File: src/rtl/timing_sequencer.sv
// Instruction timing sequencer: a 4-bit sequence counter with one-hot
// timing signals T0..T15, interrupt-cycle selection and a wrap error flag.
//
// Ports:
//   clk      - system clock, all state changes on the rising edge
//   rst_n    - asynchronous active-low reset
//   start    - pulse that begins or restarts sequencing
//   halt     - HLT decoded by the datapath; stops sequencing
//   sc_clr   - end of instruction; sequence counter returns to 0
//   stall    - memory not ready; sequence counter holds
//   ien      - interrupt enable flip-flop
//   irq      - interrupt request (FGI|FGO)
//   sc       - sequence counter value
//   t        - one-hot timing signals, 1<<sc while running, else 0
//   running  - high while sequencing
//   r_cycle  - current instruction slot is an interrupt cycle
//   err      - sticky: the counter wrapped without sc_clr
module timing_sequencer (
    input  logic        clk,
    input  logic        rst_n,
    input  logic        start,
    input  logic        halt,
    input  logic        sc_clr,
    input  logic        stall,
    input  logic        ien,
    input  logic        irq,
    output logic [3:0]  sc,
    output logic [15:0] t,
    output logic        running,
    output logic        r_cycle,
    output logic        err
);

    localparam int unsigned SC_W = 4;
    localparam int unsigned T_W  = 16;

    typedef enum logic [1:0] {
        IDLE   = 2'd0,
        RUN    = 2'd1,
        HALTED = 2'd2
    } state_t;

    state_t state;

    // Sequencer state and all outputs; t is kept one-hot in step with sc by
    // rotating it on every increment, so it never lags the counter.
    always_ff @(posedge clk or negedge rst_n) begin
        if (!rst_n) begin
            state   <= IDLE;
            sc      <= '0;
            t       <= '0;
            running <= 1'b0;
            r_cycle <= 1'b0;
            err     <= 1'b0;
        end else begin
            case (state)
                IDLE, HALTED: begin
                    // Only start is honoured outside RUN.
                    if (start) begin
                        state   <= RUN;
                        sc      <= '0;
                        t       <= T_W'(1);
                        running <= 1'b1;
                        r_cycle <= 1'b0;
                        err     <= 1'b0;
                    end
                end
                RUN: begin
                    if (start) begin
                        sc      <= '0;
                        t       <= T_W'(1);
                        r_cycle <= 1'b0;
                        err     <= 1'b0;
                    end else if (halt) begin
                        // r_cycle deliberately left untouched.
                        state   <= HALTED;
                        sc      <= '0;
                        t       <= '0;
                        running <= 1'b0;
                    end else if (sc_clr) begin
                        sc      <= '0;
                        t       <= T_W'(1);
                        r_cycle <= ien & irq;
                    end else if (!stall) begin
                        sc <= sc + SC_W'(1);
                        t  <= {t[T_W-2:0], t[T_W-1]};
                        if (sc == SC_W'(15)) begin
                            err <= 1'b1;
                        end
                    end
                end
                default: begin
                    state   <= IDLE;
                    sc      <= '0;
                    t       <= '0;
                    running <= 1'b0;
                    r_cycle <= 1'b0;
                    err     <= 1'b0;
                end
            endcase
        end
    end

endmodule

File: config.mk
export PLATFORM = sky130hd
export DESIGN_NAME = timing_sequencer
export DESIGN_NICKNAME = d
export VERILOG_FILES = /design/src/rtl/timing_sequencer.sv
export SDC_FILE = /design/constraint.sdc
export NUM_CORES = 1
export LEC_CHECK = 0
export ABC_CLOCK_PERIOD_IN_PS = 1400
export BUFFER_PORTS_ARGS = -buffer_cell sky130_fd_sc_hd__buf_2
export CORE_ASPECT_RATIO = 1.1
export CORE_UTILIZATION = 50
export CTS_CLUSTER_DIAMETER = 80
export DETAILED_ROUTE_END_ITERATION = 10
export PLACE_DENSITY = 0.85
export SETUP_SLACK_MARGIN = 0.15
export SLEW_MARGIN = 20
export SYNTH_ARGS = -nofsm -noshare
export SYNTH_HDL_FRONTEND = slang
export SYNTH_SLANG_ARGS = --single-unit
File: constraint.sdc
create_clock -name clk -period 1.4 [get_ports clk]
set_input_delay 0.28 -clock clk [delete_from_list [all_inputs] [get_ports clk]]
set_output_delay 0.28 -clock clk [all_outputs]
set_load 0.02 [all_outputs]
# Word-level counts from Yosys, hierarchy flattened
# Cells that the tools add are included.
# word_totals
register_bits	25
inputBits	8
wordCells	57
# classes
addsub	1
n_eq_ne	12
muxes	31
bitwise	1
n_reduce_logical	6
# op_table
cell	n
two-way mux 16 bit	5
one-hot mux 16 bit (2 select lines)	1
two-way mux 4 bit	5
!= test 3 bit (second input constant)	5
two-way mux 1 bit	12
one-hot mux 4 bit (2 select lines)	1
two-way mux 2 bit	3
!= test 2 bit (second input constant)	3
one-hot mux 1 bit (2 select lines)	3
AND reduction 3 bit	2
!= test 5 bit (second input constant)	1
AND reduction 5 bit	1
adder 4 x 1 -> 4 bit (second input constant)	1
equality test 4 bit (second input constant)	1
one-hot mux 2 bit (2 select lines)	1
equality test 2 x 1 -> 1 bit (second input constant)	1
equality test 2 bit (second input constant)	1
zero test 2 bit	1
AND reduction 2 bit	1
OR reduction 2 bit	1
bitwise AND 1 bit	1

# Depth between registers and ports, before layout
# logic_depth
depth_word	7
mapped_depth	6
mapped_depth_nobuf	5

# Least setup slack after synthesis
# Ideal clock, no wire load.
# synth_timing
kind	reg-to-reg
start	register state[1]
end	register sc[1]
setup_ps	66
t_arrival_ps	1229
t_required_ps	1334
slack_ps	105
stages_incl_launch_ff	7
path_cell_list	dfrtp_1 buf_2 nor2_1 nand2_2 nor3_4 buf_4 a22o_1
# synth_via
elab_chain_cells	4
# synth_rtl
item	line	source
start: declaration	43	state_t state;
start signal: assignment	49	state <= IDLE;
start signal: assignment	60	state <= RUN;
start signal: assignment	76	state <= HALTED;
equality test 2 bit / zero test 2 bit (equally long branches)	56	case (state)
OR reduction 2 bit	56	
!= test 2 bit (no source line)	--	
AND reduction 2 bit (no source line)	--	
end signal: assignment	85	sc <= sc + SC_W'(1);
end: declaration	27	output logic [3:0] sc,
# Parallel ways exist; a longest one is shown, timed or not.
# A chain may end at the register's enable or synchronous reset.

# Worst setup path in the final report
# layout_timing
start	register state[1]
end	register sc[0]
# Same word-level chain as after synthesis.

==> flow_metrics.py <==
metrics = {
    "outcome": {
        "status": "completed",
    },
    "floorplanning": {
        "die_h_um": 51.2,
        "die_area_mm2": 0.00239,
        "io_pins": 31,
        "placementRows": 17,
        "start_util_pct": 53.8,
        "die_width_um": 46.7,
        "coreArea_mm2": 0.00204,
    },
    "place": {
        "gp_congestion": 0.834,
        "dp_hpwl_um": 1620,
        "port_buffers": 30,
    },
    "finish": {
        "final_common_cell": "buf_2",
        "n_antenna_cell": 0,
        "finalCoreUtilization_pct": 75.1,
        "drive_gt1_share_pct": 45.3,
        "syn_to_final_growth_pct": 39.5,
        "n_fill_cell": 146,
        "final_cell_mix": "26 x buf_2, 24 x dfrtp_1, 16 x a22o_1, 10 x buf_4, 7 x buf_6",
        "final_nets": 147,
    },
    "critical_path": {
        "worstPathRequired_ns": 1.62,
        "crit_start": "state[1]",
        "endpoint_kind": "flip-flop",
        "cp_num_buf_inv": 1,
        "critPathMaxStageDelay_ns": 0.47,
        "critPathLaunchType": "flip-flop",
        "crit_fanout": 5,
        "r2r_setup_slack_ns": 0.04,
        "crit_type": "flip-flop to flip-flop",
        "worstPathArrival_ns": 1.58,
        "r2r_start": "state[1]",
        "slowest_stage": "dfrtp_2",
        "path_delay_family": "flip-flops",
        "critical_path.cell_chain": "nor3_4 > a21boi_2 > nor2_4 > buf_12 > mux2_4",
    },
    "sta": {
        "hold_violations": 0,
        "relSlewSlack_pct": 64.6,
        "min_period_ns": 1.36,
        "fin_worst_skew_ns": 0.00842,
        "hold_slack_ns": 0.194,
        "worst_slew_pin_slew_ns": 0.532,
        "finalMaxSlewViolations": 0,
        "period_share_pct": 97.0,
        "finalSetupViolCount": 0,
        "fmax_mhz": 737,
        "rsz0062_at_grt": "yes",
    },
    "clock_tree": {
        "cts_root_buf": "clkbuf_4",
        "cts_tree": "yes",
        "cts_made_buffers": 3,
        "cts.sinks": 25,
        "clkSlewWorstSetupHoldPaths_ns": 0.14,
        "clockBufferDepth": 2,
        "insertion_delay_ns": 0.33,
        "htree_levels": 1,
    },
    "route": {
        "drt_iter0_markers": 18,
        "first_pass_iters": 4,
        "wl_per_cell_um": 16.4,
        "ant_nets": 0,
        "drc": 0,
        "drt-vias-per-instance": 5.82,
        "route.vias.total": 960,
        "wirelength_um": 2710,
    },
    "synth": {
        "syn_inst": 91,
        "synth_area_leader_cell": "dfrtp_1",
        "yosysTopAreaCellShare_pct": 56.9,
        "syn_avg_cell_area_um2": 12.1,
        "ys.warnings.count": 0,
        "synthTopCellsByArea": "dfrtp_1 57%, a22o_1 13%, a21oi_1 2.7%",
        "ys_ff_latch": 25,
        "netlist_area_mm2": 0.00110,
        "syn-num-nets": 100,
        "synth_cell_types": 33,
        "yosysSeqAreaShare_pct": 56.9,
    },
    "global_route": {
        "grt_usage_pct": 22.5,
        "grt_max_degree": 26,
        "grt_pass1_vias": 809,
        "grt_overflow_total": 0,
        "antenna_found_initial": 0,
        "grt_pass1_wl_um": 3770,
    },
    "power_and_ir_drop": {
        "pwr_density_cell_mw_per_mm2": 871,
        "leakage_nw": 0.764,
        "ir_worst_vdd_mv": 0.664,
        "power_mw": 1.34,
    },
    "hold_path": {
        "hold_class": "primary input to flip-flop",
        "hold_start": "irq",
    },
    "flow_run": {
        "drv_cap": 0,
    },
}
[cell usage after synthesis, drive strengths merged]
| cell | count |
|---|---|
| nor3 | 3 |
| and4b | 1 |
| mux2 | 1 |
| ha | 1 |
| nand2 | 5 |
| o21bai | 1 |
| a211oi | 1 |
| a22o | 16 |
| o21ai | 2 |
| nor2b | 4 |
| a31oi | 2 |
| a21boi | 1 |
| nand4bb | 1 |
| nand4b | 1 |
| nand4 | 1 |
| nand2b | 2 |
| dfrtp | 25 |
| clkbuf | 2 |
| inv | 1 |
| nand3b | 2 |
| a2bb2oi | 1 |
| buf | 3 |
| a21oi | 6 |
| nor2 | 7 |
| o41ai | 1 |
[tightest hold or removal path, cell delays in order]
cell and delay, ns:
buf_2 0.10, nand4_1 0.06, a21oi_1 0.06
[stage by stage]
step	setup slack, ns	setup TNS [ns]	cell area (µm²)	std cells
floorplan	0.114	0	1120	91
global placement	0.0574	0	1310	150
detailed placement	-0.00644	-0.00938	1310	150
CTS	0.0886	0	1380	157
global route	0.00123	0	1530	165
finish	0.0427	0	1530	165
[power breakdown]
| group | switching, mW | total (mW) | internal, mW |
|---|---|---|---|
| combinational | 0.128 | 0.240 | 0.112 |
| clock | 0.226 | 0.335 | 0.109 |
| sequential | 0.0198 | 0.760 | 0.740 |
[flip-flops by register name, indices dropped and copies added, names as in the netlist]
register  count
err           1
t            16
state         2
running       1
sc            4
r_cycle       1
[repair_timing]
item                                    4_1_cts  5_1_grt
endpoints found under the hold margin        25        0
pin swaps                                     2       23
buffers inserted                              2        6
gates resized for setup                       2       16
cloned                                        0        2
endpoints found under the setup margin       18       28
hold buffers                                  1        0
[cell type report]
cell class	instances	area [µm²]	area share (%)
Sequential cell	25	627	40.9
Multi-Input combinational cell	60	473	30.9
Timing Repair Buffer	47	364	23.8
Tap cell	28	35.0	2.29
Clock buffer	3	22.5	1.47
Clock inverter	1	7.51	0.490
Inverter	1	3.75	0.245
[layer usage]
layer	track usage [%]	vias to the layer above	wire (µm)
li1	-	431	-
met1	30.6	472	1080
met2	35.2	49	1400
met3	3.18	8	152
met4	10.0	0	76
met5	0	-	0
[kinds of logic (layout without fill, tap and decap cells)]
logic type	count (synthesis)	count (layout)	synth area share (%)
and+or+nand+nor	27	27	16.2
DFF	25	25	56.9
buffers and inverters	6	52	3.19
AOI/OAI and AO/OA	31	31	21.5
adders and majority gates	1	1	1.14
muxes	1	1	1.02
[final timing paths]
path,to,depth (start not counted)
setup / recovery,sc[0],5
max in group asynchronous,state[1],2
min in group asynchronous,t[0],2
setup reg to reg,sc[0],5
hold / removal,r_cycle,3
hold reg to reg,t[15],1
Note: power is estimated with default switching activity, not from simulation.
